File: src/rtl/mem_pkg.sv
// Shared types and constants for the data-memory responder.
// Covers FSM states, RV32I funct3 codes, lane masks and request legality helpers.
package mem_pkg;

   typedef enum logic [2:0] {IDLE, RD_ISSUE, RD_WAIT, WR, RESP} state_t;

   localparam logic [2:0] F3_B  = 3'b000;
   localparam logic [2:0] F3_H  = 3'b001;
   localparam logic [2:0] F3_W  = 3'b010;
   localparam logic [2:0] F3_BU = 3'b100;
   localparam logic [2:0] F3_HU = 3'b101;

   localparam logic [31:0] BYTE_MASK = 32'h0000_00FF;
   localparam logic [31:0] HALF_MASK = 32'h0000_FFFF;

   typedef struct packed {
      logic        we;
      logic [2:0]  funct3;
      logic [31:0] wdata;
   } mem_req_t;

   // Unsigned variants exist only for loads.
   function automatic logic f3_legal(input logic we, input logic [2:0] f3);
      case (f3)
         F3_B, F3_H, F3_W: return 1'b1;
         F3_BU, F3_HU:     return !we;
         default:          return 1'b0;
      endcase
   endfunction

   function automatic logic misaligned(input logic [2:0] f3, input logic [1:0] a);
      case (f3)
         F3_H, F3_HU: return a[0];
         F3_W:        return a != 2'b00;
         default:     return 1'b0;
      endcase
   endfunction

endpackage

File: src/rtl/load_aligner.sv
// Selects the byte/half lane of a loaded word and applies sign or zero extension.
module load_aligner
   import mem_pkg::*;
(
   input  logic [31:0] word,
   input  logic [1:0]  addr,
   input  logic [2:0]  funct3,
   output logic [31:0] data
);

   logic [31:0] b_shift, h_shift;
   logic [7:0]  b;
   logic [15:0] h;

   always_comb begin
      b_shift = word >> {addr, 3'b000};
      h_shift = word >> {addr[1], 4'b0000};
      b       = b_shift[7:0];
      h       = h_shift[15:0];
      case (funct3)
         F3_B:    data = {{24{b[7]}}, b};
         F3_H:    data = {{16{h[15]}}, h};
         F3_BU:   data = {24'h0, b};
         F3_HU:   data = {16'h0, h};
         default: data = word;
      endcase
   end

endmodule

File: src/rtl/dmem_responder.sv
// Single-outstanding load/store responder for a word-wide SRAM without byte enables.
// Sub-word stores use read-modify-write; loads return extended data in a one-cycle response.
module dmem_responder
   import mem_pkg::*;
#(
   parameter int ADDR_W = 10
) (
   input  logic              clk,
   input  logic              rst,
   input  logic              req_valid,
   output logic              req_ready,
   input  logic              req_we,
   input  logic [2:0]        req_funct3,
   input  logic [31:0]       req_addr,
   input  logic [31:0]       req_wdata,
   output logic              resp_valid,
   output logic [31:0]       resp_rdata,
   output logic              resp_err,
   output logic              sram_en,
   output logic              sram_we,
   output logic [ADDR_W-1:0] sram_addr,
   output logic [31:0]       sram_wdata,
   input  logic [31:0]       sram_rdata
);

   state_t              state, state_nx;
   mem_req_t            req_q;
   logic [ADDR_W+1:0]   addr_q;
   logic                err_q;
   logic [31:0]         word_q, rdata_q;
   logic [31:0]         ld_data, merged;
   logic [4:0]          b_sh, h_sh;
   logic                acc, acc_err;

   // Upper address bits wrap away modulo the SRAM size.
   logic unused_addr_hi;
   assign unused_addr_hi = ^req_addr[31:ADDR_W+2];

   assign acc     = req_valid && req_ready;
   assign acc_err = !f3_legal(req_we, req_funct3) || misaligned(req_funct3, req_addr[1:0]);

   always_ff @(posedge clk) begin
      if (rst) state <= IDLE;
      else     state <= state_nx;
   end

   always_comb begin
      state_nx = state;
      case (state)
         IDLE: begin
            if (req_valid) begin
               if (acc_err)                          state_nx = RESP;
               else if (req_we && req_funct3 == F3_W) state_nx = WR;
               else                                  state_nx = RD_ISSUE;
            end
         end
         RD_ISSUE: state_nx = RD_WAIT;
         RD_WAIT:  state_nx = req_q.we ? WR : RESP;
         WR:       state_nx = RESP;
         RESP:     state_nx = IDLE;
         default:  state_nx = IDLE;
      endcase
   end

   load_aligner u_align (
      .word   (sram_rdata),
      .addr   (addr_q[1:0]),
      .funct3 (req_q.funct3),
      .data   (ld_data)
   );

   always_ff @(posedge clk) begin
      if (rst) begin
         req_q   <= '0;
         addr_q  <= '0;
         err_q   <= 1'b0;
         word_q  <= '0;
         rdata_q <= '0;
      end else begin
         if (acc) begin
            req_q  <= '{we: req_we, funct3: req_funct3, wdata: req_wdata};
            addr_q <= req_addr[ADDR_W+1:0];
            err_q  <= acc_err;
         end
         if (state == RD_WAIT) word_q <= sram_rdata;
         // Load data is extended straight off the SRAM so it is registered for RESP.
         if (state == RD_WAIT && !req_q.we) rdata_q <= ld_data;
         else if (state == RESP)            rdata_q <= '0;
      end
   end

   always_comb begin
      b_sh = {addr_q[1:0], 3'b000};
      h_sh = {addr_q[1], 4'b0000};
      case (req_q.funct3)
         F3_B:    merged = (word_q & ~(BYTE_MASK << b_sh)) | ((req_q.wdata & BYTE_MASK) << b_sh);
         F3_H:    merged = (word_q & ~(HALF_MASK << h_sh)) | ((req_q.wdata & HALF_MASK) << h_sh);
         default: merged = req_q.wdata;
      endcase
   end

   // Strobes are gated by rst so an interrupted RMW never reaches the SRAM.
   always_comb begin
      req_ready  = (state == IDLE);
      sram_en    = !rst && (state == RD_ISSUE || state == WR);
      sram_we    = !rst && (state == WR);
      sram_addr  = addr_q[ADDR_W+1:2];
      sram_wdata = merged;
      resp_valid = !rst && (state == RESP);
      resp_err   = resp_valid && err_q;
      resp_rdata = resp_valid ? rdata_q : '0;
   end

endmodule

File: config.mk
export PLATFORM = sky130hd
export DESIGN_NAME = dmem_responder
export DESIGN_NICKNAME = d
export VERILOG_FILES = /design/src/rtl/mem_pkg.sv /design/src/rtl/load_aligner.sv /design/src/rtl/dmem_responder.sv
export SDC_FILE = /design/constraint.sdc
export NUM_CORES = 1
export LEC_CHECK = 0
export CORE_MARGIN = 3
export CORE_UTILIZATION = 25
export CTS_CLUSTER_DIAMETER = 60
export CTS_CLUSTER_SIZE = 10
export DETAILED_ROUTE_END_ITERATION = 8
export SLEW_MARGIN = 20
export SYNTH_ARGS = -nofsm -noshare
export SYNTH_HDL_FRONTEND = slang
export SYNTH_HIERARCHICAL = 1
export SYNTH_SLANG_ARGS = --single-unit
File: constraint.sdc
create_clock -name clk -period 2.8 [get_ports clk]
set_input_delay 0.56 -clock clk [delete_from_list [all_inputs] [get_ports clk]]
set_output_delay 0.56 -clock clk [all_outputs]
set_load 0.05 [all_outputs]
==> impl_metrics.yaml <==
floorplanning:
  die_x_microns: 160
  top_level_ports: 182
  num_rows: 55
  core_area_sq_um: 23000
  initial_utilization_pct: 25.8
  fp.dieH_microns: 160
  die_area_sq_um: 25600
placed_design:
  gp_congestion: 0.862
  dp_hpwl_mm: 15.1
  port_buffers: 161
  dp.cells: 1168
logic_synthesis:
  yosysUniqueCellTypes: 51
  ys_warn_count: 6
  synth_area_sq_um: 5930
  yosysTopAreaCell: "dfxtp_1"
  synth_area_leaders: "dfxtp_1 (39%), nand2_1 (12%), a21oi_1 (8.6%)"
  ys_ff_latch: 116
  synthArstFlopShare_pct: 0
  synth_top_area_share_pct: 39.1
  synthesis.nets: 855
  yosys-top-cells-count: "nand2_1 (194), dfxtp_1 (116), a21oi_1 (102)"
  synth.most_common_cell: "nand2_1"
  synthFlopType: "dfxtp_1"
  ys_seq_area_share_pct: 39.1
  postSynthAreaPerCell_sq_um: 7.89
  synth_edf_count: 0
  syn-instance-count: 752
cts:
  root_buffer: "clkbuf_16"
  hold_buffers: 0
  cts_tree: "done"
  htree_levels: 4
  clk_latency_ns: 0.42
  clkTransAtPathRegs_ns: 0.06
  cts.path.max_buffers: 2
  cts_num_sinks: 116
  cts_buffers: 17
timing:
  finalHoldViolCount: 0
  finClkSkew_ns: 0.0102
  worst_slew_pin_slew_ns: 0.891
  max_freq_mhz: 366
  drv_slew: 0
  holdWs_ns: 0.453
  period_minus_slack_ns: 2.73
  setup_violations: 0
  period_share_pct: 97.5
  fin_tns_setup_ns: 0
  slew_headroom_pct: 40.6
worst_setup_path:
  cp_top_family: "simple AND/OR/NAND/NOR gates"
  endpoint_kind: "output pin"
  start_kind: "register"
  required_ns: 2.24
  startpoint: "addr_q[0]"
  crit_type: "register to output pin"
  path_cells: "nand2b_1, nor3_4, buf_4, a221o_1, buf_12"
  slowest_delay_ns: 0.58
  slowest_stage: "dfxtp_1"
  cp_num_buf_inv: 2
  r2r-start: "addr_q[0]"
  path_max_fanout: 11
  cp_data_arrival_time_ns: 2.17
cells_and_area:
  fillers: 2344
  antenna_cells: 0
  fin_util_pct: 39.3
  multi_input_area_sq_um: 3230
  syn_to_final_growth_pct: 52.2
  stdcell_count: 1201
  regArea_sq_um: 2320
  layout.nets: 979
  final_layout_size_suffix_gt1_share_pct: 17.7
detailed_routing:
  dr_total_vias: 5890
  dr.pass1.iters: 5
  drc: 0
  wl_per_cell_microns: 18.0
  viasPerCell: 4.90
  routed_wl_mm: 21.7
  antenna_left: 0
  first_iter_violations: 532
worst_hold_path:
  min-delay-start: "addr_q[9]"
  holdCritPathClass: "register to register"
grt:
  grt_overflow: 0
  antenna_found_initial: 1
  globalRouteTotalUtil_pct: 16.8
  grt_max_degree: 82
  grt_pass1_vias: 5790
  grt_pass1_wl_mm: 33.9
power:
  power_density_nw_per_um2: 570
  p_leak_nw: 3.33
  ir_drop_mv: 0.386
run_status:
  status: "completed"
run:
  maxCapViolCount: 0
## final timing paths
kind | to | cells after the start | slack, ns
worst max-delay path | sram_wdata[10] | 5 | 0.07
worst min-delay path | addr_q[9] | 2 | 0.45
worst max register to register | rdata_q[17] | 6 | 0.58
worst min register to register | addr_q[9] | 2 | 0.45
## registers in the layout (all words and copies together), names as in the netlist
signal   count
req_q       36
state        3
err_q        1
word_q      32
rdata_q     32
addr_q      12
## layout make-up
type / count / area share (%)
Inverter: 5 / 0.208
Sequential cell: 116 / 25.7
Timing Repair Buffer: 186 / 27.5
Multi-Input combinational cell: 550 / 35.8
Clock buffer: 17 / 4.71
Clock inverter: 14 / 1.72
Tap cell: 313 / 4.34
## cells by family (layout without fill, tap and decap cells)
kind of cell | after synthesis | in the layout | synth area share, %
AOI/OAI and AO/OA | 210 | 210 | 24.2
buffers and inverters | 86 | 222 | 7.15
DFF | 116 | 116 | 39.1
muxes | 24 | 24 | 4.45
and+or+nand+nor | 316 | 316 | 25.1
## power by group
| group | switching, W | leakage (nW) | internal, W | total (W) |
|---|---|---|---|---|
| clock network | 0.000851 | 0.280 | 0.00131 | 0.00216 |
| logic | 0.000684 | 2.11 | 0.000516 | 0.00120 |
| registers | 0.0000638 | 0.943 | 0.00172 | 0.00178 |
## repair_timing
| action | CTS | global route |
|---|---|---|
| gates resized for setup | 3 | 1 |
| pin swaps | 0 | 1 |
| setup buffers | 0 | 2 |
| endpoints found under the setup margin | 36 | 8 |
## tightest hold or removal path: cells and delay by family, from the launching register on
kind             cells  cell delay (ns)
flip-flops           1             0.30
AO/OA/AOI/OAI        1             0.05
AND/OR/NAND/NOR      1             0.05
## layout by cell type (no fill, tap or decap), drive strengths merged, types with 8 or more instances in the layout
cell type / Yosys / layout
nor2b: 12 / 12
nand3: 15 / 15
nor2: 17 / 17
inv: 5 / 8
a21boi: 8 / 8
mux2: 9 / 9
a221o: 17 / 17
and2: 36 / 36
a32o: 32 / 32
nand3b: 13 / 13
mux2i: 14 / 14
a31oi: 8 / 8
nand2: 200 / 200
clkbuf: 50 / 17
o22a: 8 / 8
o21ai: 13 / 13
buf: 31 / 94
a21oi: 102 / 102
a22o: 9 / 9
clkdlybuf4s50: 0 / 92
dfxtp: 116 / 116
## metrics by stage
step	instance area, sq um	setup slack [ns]	power, W
floorplan	5930	0.148	0.00248
global placement	8420	0.241	0.00300
detailed placement	8420	0.172	0.00301
CTS	9010	0.0190	0.00519
global route	9030	-0.0100	0.00534
finish	9030	0.0691	0.00515
## metal layers
metal | routed length, microns | up-vias | GRT usage (%) | part of all wire, %
li1 | - | 2863 | - | -
met1 | 10300 | 2787 | 23.6 | 47
met2 | 9350 | 223 | 24.8 | 43
met3 | 1830 | 15 | 5.78 | 8.4
met4 | 203 | 2 | 4.02 | 0.94
met5 | 13 | - | 0 | 0.060
No activity file was read; power rests on OpenSTA's default activity.
